**config.mk**
```make
export PLATFORM = sky130hd
export DESIGN_NAME = acc_writeback
export DESIGN_NICKNAME = d
export VERILOG_FILES = /design/src/rtl/acc_writeback.sv
export SDC_FILE = /design/constraint.sdc
export NUM_CORES = 1
export LEC_CHECK = 0
export BUFFER_PORTS_ARGS = -buffer_cell sky130_fd_sc_hd__buf_4
export CAP_MARGIN = 20
export CORE_AREA = 2 2 105 107
export DETAILED_ROUTE_END_ITERATION = 8
export DIE_AREA = 0 0 107 109
export HOLD_SLACK_MARGIN = 0.05
export PLACE_DENSITY = 0.53
export SYNTH_ARGS = -nofsm -noshare
export SYNTH_HDL_FRONTEND = slang
export SYNTH_SLANG_ARGS = --single-unit
```
**constraint.sdc**
```tcl
create_clock -name CLK -period 4.93 [get_ports CLK]
set_input_delay 0.493 -clock CLK [delete_from_list [all_inputs] [get_ports CLK]]
set_output_delay 0.493 -clock CLK [all_outputs]
set_load 0.01 [all_outputs]
```
**src/rtl/acc_writeback.sv**
```systemverilog
// Purpose : execute/writeback stage after the 8-bit accumulator ALU; holds acc/flags, runs data-memory load/store.
// Latency : single-cycle ops retire 1 cycle after accept; memory ops retire 1 cycle after mem_ready (2-cycle min occupancy).
// Backpres: ex_ready drops while a memory transaction is in flight; a transaction aborts after MEM_TIMEOUT wait cycles.
//
// Ports:
//   CLK, reset_n                  clock (rising edge), asynchronous active-low reset
//   ex_valid/ex_ready, op         upstream handshake and opcode (definitions package encoding)
//   alu_acc/alu_co/alu_z/alu_neg  ALU result and flags
//   mem_addr_in                   address operand for memory ops
//   acc_q/ci_q/z_q/neg_q          registered accumulator and flags (fed back to the ALU)
//   mem_req/mem_we/mem_addr/mem_wdata/mem_rdata/mem_ready   data-memory req/ready port
//   rf_we/rf_wdata                register-file write pulse for kLDR
//   retire                        one pulse per completed instruction
//   mem_err                       sticky transaction-timeout flag
// Optional: define ACC_WB_PERF_CNT_EN to add saturating perf_retired/perf_stall counters.

package definitions;
  localparam logic [3:0] kADD = 4'h0;
  localparam logic [3:0] kSUB = 4'h1;
  localparam logic [3:0] kSHL = 4'h2;
  localparam logic [3:0] kAND = 4'h3;
  localparam logic [3:0] kXOR = 4'h4;
  localparam logic [3:0] kSHR = 4'h5;
  localparam logic [3:0] kNOT = 4'h6;
  localparam logic [3:0] kLDI = 4'h7;
  localparam logic [3:0] kJMP = 4'h8;
  localparam logic [3:0] kBRZ = 4'h9;
  localparam logic [3:0] kBRN = 4'hA;
  localparam logic [3:0] kMLD = 4'hB;
  localparam logic [3:0] kLDR = 4'hC;
  localparam logic [3:0] kMST = 4'hD;
  localparam logic [3:0] kSTR = 4'hE;
  localparam logic [3:0] kCLR = 4'hF;
endpackage

module acc_writeback
  import definitions::*;
#(
  parameter int DW          = 8,
  parameter int AW          = 8,
  parameter int MEM_TIMEOUT = 15
) (
  input  logic          CLK,
  input  logic          reset_n,
  input  logic          ex_valid,
  output logic          ex_ready,
  input  logic [3:0]    op,
  input  logic [DW-1:0] alu_acc,
  input  logic          alu_co,
  input  logic          alu_z,
  input  logic          alu_neg,
  input  logic [AW-1:0] mem_addr_in,
  output logic [DW-1:0] acc_q,
  output logic          ci_q,
  output logic          z_q,
  output logic          neg_q,
  output logic          mem_req,
  output logic          mem_we,
  output logic [AW-1:0] mem_addr,
  output logic [DW-1:0] mem_wdata,
  input  logic [DW-1:0] mem_rdata,
  input  logic          mem_ready,
  output logic          rf_we,
  output logic [DW-1:0] rf_wdata,
  output logic          retire,
  output logic          mem_err
`ifdef ACC_WB_PERF_CNT_EN
  ,
  output logic [15:0]   perf_retired,
  output logic [15:0]   perf_stall
`endif
);

  typedef enum logic [1:0] {S_IDLE, S_RD_WAIT, S_WR_WAIT} state_t;

  // Last wait-cycle count before abort; the counter only needs to reach this value.
  localparam logic [7:0] TMO_LAST = 8'(MEM_TIMEOUT - 1);

  state_t        state_q, state_d;
  logic [7:0]    tmo_cnt_q, tmo_cnt_d;
  logic          ldr_q, ldr_d;          // read in flight targets the register file
  logic [DW-1:0] acc_d;
  logic          ci_d, z_d, neg_d;
  logic [AW-1:0] mem_addr_q, mem_addr_d;
  logic [DW-1:0] mem_wdata_q, mem_wdata_d;
  logic          rf_we_q, rf_we_d;
  logic [DW-1:0] rf_wdata_q, rf_wdata_d;
  logic          retire_q, retire_d;
  logic          mem_err_q, mem_err_d;

  // Handshake and request strobes decode straight from state so reset drops them at once.
  assign ex_ready  = (state_q == S_IDLE);
  assign mem_req   = (state_q == S_RD_WAIT) || (state_q == S_WR_WAIT);
  assign mem_we    = (state_q == S_WR_WAIT);
  assign mem_addr  = mem_addr_q;
  assign mem_wdata = mem_wdata_q;
  assign rf_we     = rf_we_q;
  assign rf_wdata  = rf_wdata_q;
  assign retire    = retire_q;
  assign mem_err   = mem_err_q;

  always_comb begin
    state_d     = state_q;
    tmo_cnt_d   = tmo_cnt_q;
    ldr_d       = ldr_q;
    acc_d       = acc_q;
    ci_d        = ci_q;
    z_d         = z_q;
    neg_d       = neg_q;
    mem_addr_d  = mem_addr_q;
    mem_wdata_d = mem_wdata_q;
    rf_we_d     = 1'b0;
    rf_wdata_d  = rf_wdata_q;
    retire_d    = 1'b0;
    mem_err_d   = mem_err_q;

    unique case (state_q)
      S_IDLE: begin
        if (ex_valid) begin
          unique case (op)
            kADD, kSUB, kSHL: begin
              acc_d    = alu_acc;
              ci_d     = alu_co;
              z_d      = alu_z;
              neg_d    = alu_neg;
              retire_d = 1'b1;
            end
            kAND, kXOR, kSHR, kNOT, kLDI: begin
              acc_d    = alu_acc;
              z_d      = alu_z;
              neg_d    = alu_neg;
              retire_d = 1'b1;
            end
            kJMP, kBRZ: begin
              z_d      = alu_z;
              retire_d = 1'b1;
            end
            kBRN: begin
              retire_d = 1'b1;
            end
            kMLD, kLDR: begin
              state_d    = S_RD_WAIT;
              tmo_cnt_d  = 8'd0;
              ldr_d      = (op == kLDR);
              mem_addr_d = mem_addr_in;
            end
            kMST: begin
              state_d     = S_WR_WAIT;
              tmo_cnt_d   = 8'd0;
              mem_addr_d  = mem_addr_in;
              mem_wdata_d = acc_q;
            end
            kSTR: begin
              state_d     = S_WR_WAIT;
              tmo_cnt_d   = 8'd0;
              mem_addr_d  = mem_addr_in;
              mem_wdata_d = alu_acc;
              z_d         = alu_z;
            end
            default: begin
              // kCLR and any unassigned encoding clear the flags only.
              ci_d     = 1'b0;
              z_d      = 1'b0;
              neg_d    = 1'b0;
              retire_d = 1'b1;
            end
          endcase
        end
      end

      S_RD_WAIT, S_WR_WAIT: begin
        // mem_ready is checked first so a response on the abort edge still completes normally.
        if (mem_ready) begin
          state_d  = S_IDLE;
          retire_d = 1'b1;
          if (state_q == S_RD_WAIT) begin
            if (ldr_q) begin
              rf_wdata_d = mem_rdata;
              rf_we_d    = 1'b1;
            end else begin
              acc_d = mem_rdata;
              z_d   = (mem_rdata == '0);
              neg_d = mem_rdata[DW-1];
            end
          end
        end else if (tmo_cnt_q == TMO_LAST) begin
          state_d   = S_IDLE;
          retire_d  = 1'b1;
          mem_err_d = 1'b1;
        end else begin
          tmo_cnt_d = tmo_cnt_q + 8'd1;
        end
      end

      default: state_d = S_IDLE;
    endcase
  end

  always_ff @(posedge CLK or negedge reset_n) begin
    if (!reset_n) begin
      state_q     <= S_IDLE;
      tmo_cnt_q   <= 8'd0;
      ldr_q       <= 1'b0;
      acc_q       <= '0;
      ci_q        <= 1'b0;
      z_q         <= 1'b0;
      neg_q       <= 1'b0;
      mem_addr_q  <= '0;
      mem_wdata_q <= '0;
      rf_we_q     <= 1'b0;
      rf_wdata_q  <= '0;
      retire_q    <= 1'b0;
      mem_err_q   <= 1'b0;
    end else begin
      state_q     <= state_d;
      tmo_cnt_q   <= tmo_cnt_d;
      ldr_q       <= ldr_d;
      acc_q       <= acc_d;
      ci_q        <= ci_d;
      z_q         <= z_d;
      neg_q       <= neg_d;
      mem_addr_q  <= mem_addr_d;
      mem_wdata_q <= mem_wdata_d;
      rf_we_q     <= rf_we_d;
      rf_wdata_q  <= rf_wdata_d;
      retire_q    <= retire_d;
      mem_err_q   <= mem_err_d;
    end
  end

`ifdef ACC_WB_PERF_CNT_EN
  logic [15:0] perf_retired_q, perf_retired_d;
  logic [15:0] perf_stall_q, perf_stall_d;

  always_comb begin
    perf_retired_d = perf_retired_q;
    perf_stall_d   = perf_stall_q;
    if (retire_q && (perf_retired_q != 16'hFFFF)) perf_retired_d = perf_retired_q + 16'd1;
    if (ex_valid && !ex_ready && (perf_stall_q != 16'hFFFF)) perf_stall_d = perf_stall_q + 16'd1;
  end

  always_ff @(posedge CLK or negedge reset_n) begin
    if (!reset_n) begin
      perf_retired_q <= 16'd0;
      perf_stall_q   <= 16'd0;
    end else begin
      perf_retired_q <= perf_retired_d;
      perf_stall_q   <= perf_stall_d;
    end
  end

  assign perf_retired = perf_retired_q;
  assign perf_stall   = perf_stall_q;
`endif

endmodule

```
# After elaboration in Yosys (flattened, before gate mapping)
# Index checks and enable logic that the tools add are counted.
[word_totals]
romBits = 0
memories = 0
out_inout_bits = 41
reg_bits = 49
in_bits = 35
latch_bits = 0
ramBits = 0
wordCells = 111
[op_classes]
magnitude_cmp = 0
n_shift = 0
add_sub_neg = 1
mul = 0
n_mux = 39
bitwise_logic = 2
reduce_logical = 27
eq_ne = 29
div = 0
[op_table]
columns = ["cell", "n"]
rows = [
  ["$mux 8", 9],
  ["$pmux 8 s2", 3],
  ["$eq 4x4->1 const B", 7],
  ["$ne 2x2->1 const B", 10],
  ["$reduce_and 3->1", 6],
  ["$reduce_and 6->1", 3],
  ["$eq 4x3->1 const B", 4],
  ["$mux 1", 16],
  ["$pmux 1 s2", 6],
  ["$reduce_or 12->1", 1],
  ["$reduce_or 11->1", 1],
  ["$add 8x1->8 const B", 1],
  ["$eq 4x2->1 const B", 2],
  ["$eq 8x4->1 const B", 1],
  ["$logic_not 8->1", 1],
  ["$pmux 2 s2", 2],
  ["$reduce_or 4->1", 2],
  ["$reduce_or 8->1", 1],
  ["$reduce_or 7->1", 1],
  ["$mux 2", 3],
  ["$reduce_or 2->1", 3],
  ["$reduce_and 5->1", 1],
  ["$eq 4x1->1 const B", 1],
  ["$logic_not 4->1", 1],
  ["other kinds (10)", 12],
]

# Longest topological paths before layout
# Gate-level depths: netlist of the first run.
[logic_depth]
ltp_word = 5
ltp_mapped = 9
ltp_nobuf = 6

# Worst setup path before layout of the first run
# Ideal clock, no wire load.
[synth_path]
path_kind = "register to register"
startpoint = "register state_q[0]"
endpoint = "register z_q"
required_ps = 4805
setup_ps = 125
n_path_buf = 1
path_stages_with_launch = 8
period_less_slack_ps = 1829
t_arrival_ps = 1704
slack_ps = 3101
path_cell_list = "dfrtp_1 -> inv_1 -> ha_1 -> buf_6 -> nor2b_1 -> a2111oi_4 -> o21ai_2 -> mux2_4"
[synth_via]
word_cells_on_any_way = 12
cone_classes = "7 x eq/ne; 1 x mux; 4 x reduce/logical"
[synth_lines]
columns = ["item", "line_no", "rtl"]
rows = [
  ["from (decl)", "79", "state_t state_q, state_d;"],
  ["from (signal assigned)", "215", "state_q <= state_d;"],
  ["$logic_not 2->1 *", "n/a", ""],
  ["via ex_ready", "46", "output logic ex_ready,"],
  ["$ne 2x2->1 (no source line) / $reduce_bool 2->1 (equally long branches)", "n/a", ""],
  ["$reduce_and 6->1 (no source line)", "n/a", ""],
  ["to (signal assigned)", "220", "z_q <= z_d;"],
  ["to (decl)", "55", "output logic z_q,"],
]
# The timed path passes the listed nets; every way through them passes the cells marked *.
# A chain may end at the register's enable or synchronous reset.

# Worst setup path after layout of the first run
[layout_path]
startpoint = "register state_q[0]"
endpoint = "register tmo_cnt_q[7]"
[layout_via]
elab_chain_cells = 4
word_cells_on_any_way = 11
cone_classes = "6 x eq/ne; 1 x mux; 4 x reduce/logical"
[layout_rtl]
columns = ["item", "line_no", "rtl"]
rows = [
  ["$eq 2x2->1 / $eq 2x1->1 (equally long branches)", "117", "unique case (state_q)"],
  ["$reduce_or 2->1", "117", ""],
  ["$ne 2x2->1 (no source line) / $reduce_bool 2->1 (equally long branches)", "n/a", ""],
  ["$reduce_and 5->1 (no source line)", "n/a", ""],
  ["to (signal assigned)", "216", "tmo_cnt_q <= tmo_cnt_d;"],
  ["to (decl)", "80", "logic [7:0] tmo_cnt_q, tmo_cnt_d;"],
]
# Parallel ways exist; a longest one is shown, timed or not.

==> results of run 1 <==
-- area by class of cell --
class / instances / share of cell area
multi-input cells: 190 / 0.3734
clock buffers: 5 / 0.02051
repair buffers: 76 / 0.1701
well taps: 140 / 0.05222
flip-flops and latches: 49 / 0.3655
clock inverters: 2 / 0.01156
inverters: 6 / 0.006714
-- flip-flops by register name, indices dropped and copies added, names as in the netlist --
| register | cells |
|---|---|
| acc_q | 8 |
| ci_q | 1 |
| ldr_q | 1 |
| mem_addr | 8 |
| mem_err | 1 |
| mem_wdata | 8 |
| neg_q | 1 |
| retire | 1 |
| rf_wdata | 8 |
| rf_we | 1 |
| state_q | 2 |
| tmo_cnt_q | 8 |
| z_q | 1 |
-- kinds of logic (layout without fill, tap and decap cells) --
group	count (synthesis)	after routing	share of synthesized area
AND/OR/NAND/NOR	97	97	0.1828
AO/OA/AOI/OAI	59	59	0.1609
flip-flops	49	49	0.4764
multiplexers	26	26	0.1070
buffers and inverters	18	89	0.03694
adder cells (fa/ha/maj)	6	6	0.02917
XOR/XNOR	2	2	0.006807
-- metal layers --
layer | share of wire | up-vias
met5 | 0 | -
met4 | 0.0084 | 0
met3 | 0.075 | 8
met2 | 0.47 | 74
met1 | 0.45 | 1026
li1 | - | 1059
-- per-stage QoR --
step,cell area [um2],setup WS [ns],total power [mW],util,hold WS [ns]
detailed placement,3247,2.555,1.545,0.3062,0.4689
floorplan,2574,3.101,1.159,-,0.1974
global placement,3247,2.677,1.531,0.3062,0.4587
finish,3354,2.521,1.816,0.3164,0.2060
CTS,3354,2.534,1.845,0.3164,0.2320
global route,3354,2.332,1.956,0.3164,0.2637
-- synth_stat cells, drive strengths merged, types with 2 or more instances --
library cell,count
nand3,5
ha,6
nor2,10
a31o,4
inv,6
a221o,3
buf,11
a211o,2
nor4,3
nor3,3
nand3b,2
nand2b,5
nor2b,2
a31oi,3
o22ai,4
mux2i,17
and4b,2
o21ai,24
mux2,9
a21oi,6
nand2,50
and3,6
and3b,2
nand4,4
a21boi,2
dfrtp,49
-- path summary, 6_finish.rpt --
| kind | slack (ns) | start | end |
|---|---|---|---|
| worst max-delay path | 2.52 | state_q[0]$_DFFE_PN0P_ | tmo_cnt_q[7]$_DFFE_PN0P_ |
| worst min-delay path | 0.21 | reset_n | mem_addr[4]$_DFFE_PN0P_ |
| worst max register to register | 2.52 | state_q[0]$_DFFE_PN0P_ | tmo_cnt_q[7]$_DFFE_PN0P_ |
| worst min register to register | 0.49 | mem_err$_DFFE_PN0P_ | mem_err$_DFFE_PN0P_ |
| max in group asynchronous | 4.29 | reset_n | tmo_cnt_q[7]$_DFFE_PN0P_ |
| min in group CLK | 0.38 | mem_addr_in[0] | mem_addr[0]$_DFFE_PN0P_ |
-- critical path, cell delays in order (launching register included) --
cell     delay [ns]
dfrtp_1        0.41
inv_1          0.11
ha_1           0.37
and3_1         0.38
o21a_1         0.45
nor2_1         0.18
a221o_1        0.38
-- power by group --
group          internal, mW  total [mW]  switching (mW)  leakage [nW]
Clock                 0.150       0.290           0.140        0.0546
Sequential            0.573       0.708           0.135         0.616
Combinational         0.406       0.818           0.412         0.976
==> results.md, run 1 <==
Clock network:
- The latest clock arrival within the worst-skew pair is 0.30 ns.
- TritonCTS built the clock tree.
- Once the clock tree was built, the setup fixing pass inserted 0 buffers.
- The clock tree buffer depth is 2.
- The CTS clock-pin slew for the worst setup and hold paths is 0.09 ns.
- The deepest level of the CTS H-tree is 2.
- The post-cts hold buffer count is 0.
- The number of CTS-inserted buffers is 5.
- Counting every sink on the clock net gives 49.
- The tree is rooted in a clkbuf_8.
- Post-CTS repair changed the size of 0 cells.

Critical path:
- The worst reg-to-reg path cell count is 6.
- The critical path endpoint category is a flip-flop.
- Data on the critical path is required at its endpoint by 5.12 ns.
- STA classifies the critical path startpoint as a flip-flop.
- The biggest fanout along the worst timing path is 12.
- The endpoint arrival time on the critical path is 2.60 ns.
- The type of the worst setup path is reg2reg.

Floorplan:
- The number of placement rows is 38.
- The core region is 10,600 um2.
- The height of the chip is 109 um.
- For this design the top-level I/O count stands at 76.
- The die is 107 um wide.
- The die covers 11,660 um2.
- The initial core utilization is 0.2427.

Finish:
- In the layout the commonest cells are buf_4 (76), nand2_1 (50), dfrtp_1 (49).
- The area added between synthesis and finish is 30.34%.
- The library cell used most frequently in the layout, excluding fill and tap cells, is buf_4.
- In the final layout, the share of cells above drive strength 1 is 0.3049.
- The final layout contains 369 nets.
- In the final layout, the multi-input gates occupy 1252 um2.
- The final cell count without fillers is 468.
- Across the whole layout, storage elements account for 1226 um2.
- The number of antenna diodes in the final layout is 0.
- The total of fill cells in the finished design is 1,102.

STA:
- Setup repair after global routing left no endpoint under its margin.
- Setup violations remaining at the end of the flow were counted as 0.
- In the final timing run, aggregate negative setup slack is 0 ns.
- Across the routed clock network, the largest skew measured is 0.007326 ns.
- The final-report max-slew violation count came to 0.
- The worst slew slack as a fraction of its limit is 0.5645.
- Dividing the final minimum period by the clock period gives 0.4887.
- The count of final hold-check violations came to 0.
- At the pin with the least slew margin, the transition time is 0.6513 ns.
- The clock period could shrink to 2.409 ns.
- The fmax is 0.4151 GHz.

Place:
- Summed over all nets, the half-perimeter wirelength after detailed placement is 5.342 mm.
- The placed cell count is 461.
- The placer congestion estimate is 0.7135.
- The number of buffer cells added on primary ports is 75.

Synthesis:
- The average instance in the mapped netlist occupies 10.01 um2.
- Synthesis produced a netlist whose cell count is 257.
- The prevailing post-synth register cell is dfrtp_1.
- The Yosys step of the flow raised 0 warnings.
- The synthesized design contains 0 enable-type register cells.
- The number of nets in the synthesized netlist is 298.
- Synthesis inferred 49 register bits.
- The share of the Yosys chip area taken by registers is 0.4764.
- dfrtp_1 takes more of the synthesized area than any other cell.
- Of the post-synthesis cell area, the dominant cell type holds 0.4764.
- After synthesis, the cell types taking the most area are dfrtp_1 (48%), nand2_1 (7.3%), mux2i_1 (6.6%).
- The proportion of synthesized flip-flops having asynchronous set or reset is 1.000.
- The post-synthesis instance area is 2574 um2.
- The number of different library cells used by synthesis comes to 51.

Min path:
- The worst hold path class is in2async.

Power and ir drop:
- The leakage power is 1.646 nW.
- The peak supply drop is 212.4 uV.
- The areal power density over the cells is 541.3 nW/um2.

Global route:
- The met2 layer usage reported by global route is 0.2097.
- The met1 track utilization from global routing is 0.1543.
- The via count of the first global-routing pass is 2,214.
- The initial antenna violation count is 0.
- The pin count of the biggest net entering global routing is 50.
- The global route total overflow is 0.
- met2 is the most crowded layer.
- For met3 alone, demand over resource in global routing was 0.03825.
- The first global-routing pass estimated 11.25 mm of wire.
- The all-layer global routing usage is 0.1238.

Drt:
- Dividing the detail-routed wire length by the instance count gives 15.18 um.
- For this run, design rule violations remaining after detail routing come to 0.
- The total iterations of the first detailed-routing run is 4.
- The count of antenna-violating nets left after detailed routing is 0.
- The detailed router finished its first iteration with 82 violations.
- The detailed-route wire length is 7.104 mm.
- The ratio of routed vias to standard cells is 4.630.
- The final route contains 2,167 vias.

Run status:
- The run finished with clean final reports.

Job:
- Max-cap violations in this run came to 0.
(Power assumes the default switching activity.)
==> run 2: changes to the inputs <==
--- a/config.mk
+++ b/config.mk
@@ -11,7 +11,7 @@
 export DETAILED_ROUTE_END_ITERATION = 8
 export DIE_AREA = 0 0 107 109
 export HOLD_SLACK_MARGIN = 0.05
-export PLACE_DENSITY = 0.53
+export PLACE_DENSITY = 0.54
 export SYNTH_ARGS = -nofsm -noshare
 export SYNTH_HDL_FRONTEND = slang
 export SYNTH_SLANG_ARGS = --single-unit
==> constraint.sdc (replaced) <==
create_clock -name CLK -period 2.2 [get_ports CLK]
set_input_delay 0.22 -clock CLK [delete_from_list [all_inputs] [get_ports CLK]]
set_output_delay 0.22 -clock CLK [all_outputs]
set_load 0.01 [all_outputs]
==> run 2 against run 1 <==
Die area stayed put. Flip-flop and latch count stayed put. Critical path depth increased by 1. Worst setup slack got worse by 2.2 ns. Combinational power is 130% higher. Sequential share of layout area fell by 0.38 points. Count of clock-buffer cells in the layout is the same. Critical endpoint is now acc_q[2]$_DFFE_PN0P_.
==> results.md, run 2 (synthesized netlist as in run 1, its figures left out) <==
Run status:
- Outcome: completed (unchanged).

Floorplan:
- The initial core utilization was 0.2427 (unchanged).
- The placeable core region is 10,600 um2 (unchanged).
- The I/O pin count is 76 (unchanged).
- The height of the chip is 109 um (unchanged).
- The chip width is 107 um (unchanged).
- The die outline area came to 11,660 um2 (unchanged).
- The number of placement rows was 38 (unchanged).

STA:
- Unrepaired setup endpoints after global routing: no (unchanged).
- The pin slew with the least headroom to its limit is 0.7050 ns (was 0.6513 ns).
- The fmax is 0.5265 GHz (was 0.4151 GHz).
- The minimum clock period after layout is 1.899 ns (was 2.409 ns).
- The worst slew slack as a fraction of its limit is 0.5286 (was 0.5645).
- The count of endpoints failing setup in the final report came to 0 (unchanged).
- The share of the clock period used by the worst path after layout was 0.8633 (was 0.4887).
- The worst slack on hold paths is 0.09810 ns (was 0.2060 ns).
- The final-report max-slew violation count is 0 (unchanged).
- The worst setup margin is 0.3008 ns (was 2.521 ns).
- The count of final hold-check violations is 0 (unchanged).
- The final total negative setup slack is 0 ns (unchanged).
- The final worst clock skew is 0.01082 ns (was 0.007326 ns).

Finish:
- The share of final-layout standard cells stronger than drive strength 1 is 0.3164 (was 0.3049).
- Most frequent cells in the layout: buf_4 (81), nand2_1 (50), dfrtp_1 (49) (was buf_4 (76), nand2_1 (50), dfrtp_1 (49)).
- The final core utilization is 0.3197 (was 0.3164).
- The area of the multi-input gates is 1252 um2 (unchanged).
- The number of nets in the finished design is 375 (was 369).
- The most frequent standard cell in the layout excluding fill and tap cells was buf_4 (unchanged).
- The total of fill cells in the finished design is 1,099 (was 1,102).
- The number of antenna diodes is 0 (unchanged).
- The final cell count without fillers is 475 (was 468).
- The area taken by flip-flops and latches is 1226 um2 (unchanged).
- The area added between synthesis and finish is 31.70% (was 30.34%).

Power and ir drop:
- The areal power density over the cells is 1187 nW/um2 (was 541.3 nW/um2).
- The leakage power is 1.663 nW (was 1.646 nW).
- The peak supply drop is 474.8 uV (was 212.4 uV).

Global route:
- The all-layer global routing usage was 0.1233 (was 0.1238).
- The wire length of the first global-routing pass came to 11.24 mm (was 11.25 mm).
- The initial antenna violation count came to 0 (unchanged).
- The pin count of the biggest net entering global routing is 50 (unchanged).
- The global route total overflow is 0 (unchanged).
- The via count of the first global-routing pass was 2,199 (was 2,214).

Drt:
- The residual DRC count came to 0 (unchanged).
- The number of vias in the routed layout is 2,189 (was 2,167).
- The number of DRC markers in iteration 0 is 74 (was 82).
- The final routed wire length divided by cell count is 14.73 um (was 15.18 um).
- The count of antenna-violating nets left after detailed routing is 0 (unchanged).
- The total iterations of the first detailed-routing run was 4 (unchanged).
- The ratio of routed vias to standard cells is 4.608 (was 4.630).
- The detailed-route wire length is 6.997 mm (was 7.104 mm).

Critical path:
- The launching element type of the critical path is a flip-flop (unchanged).
- The required time at the endpoint of the critical path is 2.37 ns (was 5.12 ns).
- The startpoint of the most critical register-to-register path is state_q[0]$_DFFE_PN0P_ (unchanged).
- The biggest fanout along the worst timing path is 16 (was 12).
- The worst reg-to-reg path cell count is 7 (was 6).
- The type of the worst setup path is reg2reg (unchanged).
- The flop-to-flop setup slack is 0.30 ns (was 2.52 ns).
- The capture point of the worst reg-to-reg path is acc_q[2]$_DFFE_PN0P_ (was tmo_cnt_q[7]$_DFFE_PN0P_).
- The launch point of the critical path is state_q[0]$_DFFE_PN0P_ (unchanged).
- The critical path endpoint category was a flip-flop (unchanged).
- The endpoint arrival time on the critical path is 2.07 ns (was 2.60 ns).
- The endpoint of the worst setup timing path is acc_q[2]$_DFFE_PN0P_ (was tmo_cnt_q[7]$_DFFE_PN0P_).

Clock network:
- The CTS clock-pin slew for the worst setup and hold paths came to 0.11 ns (was 0.09 ns).
- The clock tree buffer depth is 2 (unchanged).
- The buffer cell driving the clock tree root was clkbuf_8 (unchanged).
- The latest clock arrival within the worst-skew pair is 0.31 ns (was 0.30 ns).
- The CTS tree is built (unchanged).
- The deepest level of the CTS H-tree is 2 (unchanged).
- The number of CTS-inserted buffers is 5 (unchanged).
- The post-cts hold buffer count is 1 (was 0).
- The post-cts repair resize count is 0 (unchanged).
- The number of sinks driven by the clock tree is 49 (unchanged).
- The count of buffers added by post-CTS timing repair for setup is 0 (unchanged).

Place:
- The half-perimeter wire length of the detailed placement result is 5.311 mm (was 5.342 mm).
- The post-placement worst setup slack is 0.3132 ns (was 2.555 ns).
- The placer congestion estimate is 0.8405 (was 0.7135).
- The placed cell count came to 466 (was 461).
- The number of buffer cells added on primary ports is 75 (unchanged).

Min path:
- The worst hold path class is in2reg (was in2async).

Job:
- The number of max-capacitance violations reported is 0 (unchanged).
==> run 2: worst min-delay path by stage <==
stage | startpoint | endpoint | slack (ns) | depth (start not counted)
after floorplan | reset_n | acc_q[0]$_DFFE_PN0P_ | -0.08 | 0
after global placement | reset_n | mem_addr[2]$_DFFE_PN0P_ | 0.29 | 1
after detailed placement | reset_n | mem_addr[2]$_DFFE_PN0P_ | 0.30 | 1
after CTS | mem_addr_in[3] | mem_addr[3]$_DFFE_PN0P_ | 0.09 | 3
after global routing | mem_addr_in[4] | mem_addr[4]$_DFFE_PN0P_ | 0.09 | 3
final | mem_addr_in[3] | mem_addr[3]$_DFFE_PN0P_ | 0.1 | 3
==> run 2: area by class of cell <==
class / count / share of cell area
Multi-Input combinational cell: 190 / 0.3695
Sequential cell: 49 / 0.3618
Timing Repair Buffer: 82 / 0.1824
Tap cell: 140 / 0.05168
Clock buffer: 5 / 0.02030
Clock inverter: 3 / 0.007752
Inverter: 6 / 0.006645
==> run 2: metrics by stage <==
stage	area (um2)	power, mW
after global routing	3390	4.334
final	3390	4.023
after floorplan	2574	2.598
after CTS	3390	4.093
after detailed placement	3284	3.494
after global placement	3284	3.469
==> run 2: layer usage <==
metal,GRT usage,vias to the layer above,part of all wire
li1,-,1080,-
met1,0.1537,1022,0.44
met5,0,-,0
met3,0.04483,9,0.089
met2,0.2056,78,0.46
met4,0.02690,0,0.0094
==> run 2: report_power, final <==
| part | total, mW | internal (mW) | switching, mW |
|---|---|---|---|
| Clock | 0.577 | 0.232 | 0.345 |
| Sequential | 1.57 | 1.28 | 0.288 |
| Combinational | 1.87 | 0.939 | 0.935 |
==> run 2: worst max-delay path: stages (launching register included) <==
cell and delay (ns):
dfrtp_1 0.38, inv_1 0.09, ha_1 0.24, buf_4 0.18, nor2b_1 0.29, o211ai_2 0.35
nand2_1 0.16, o21ai_1 0.07
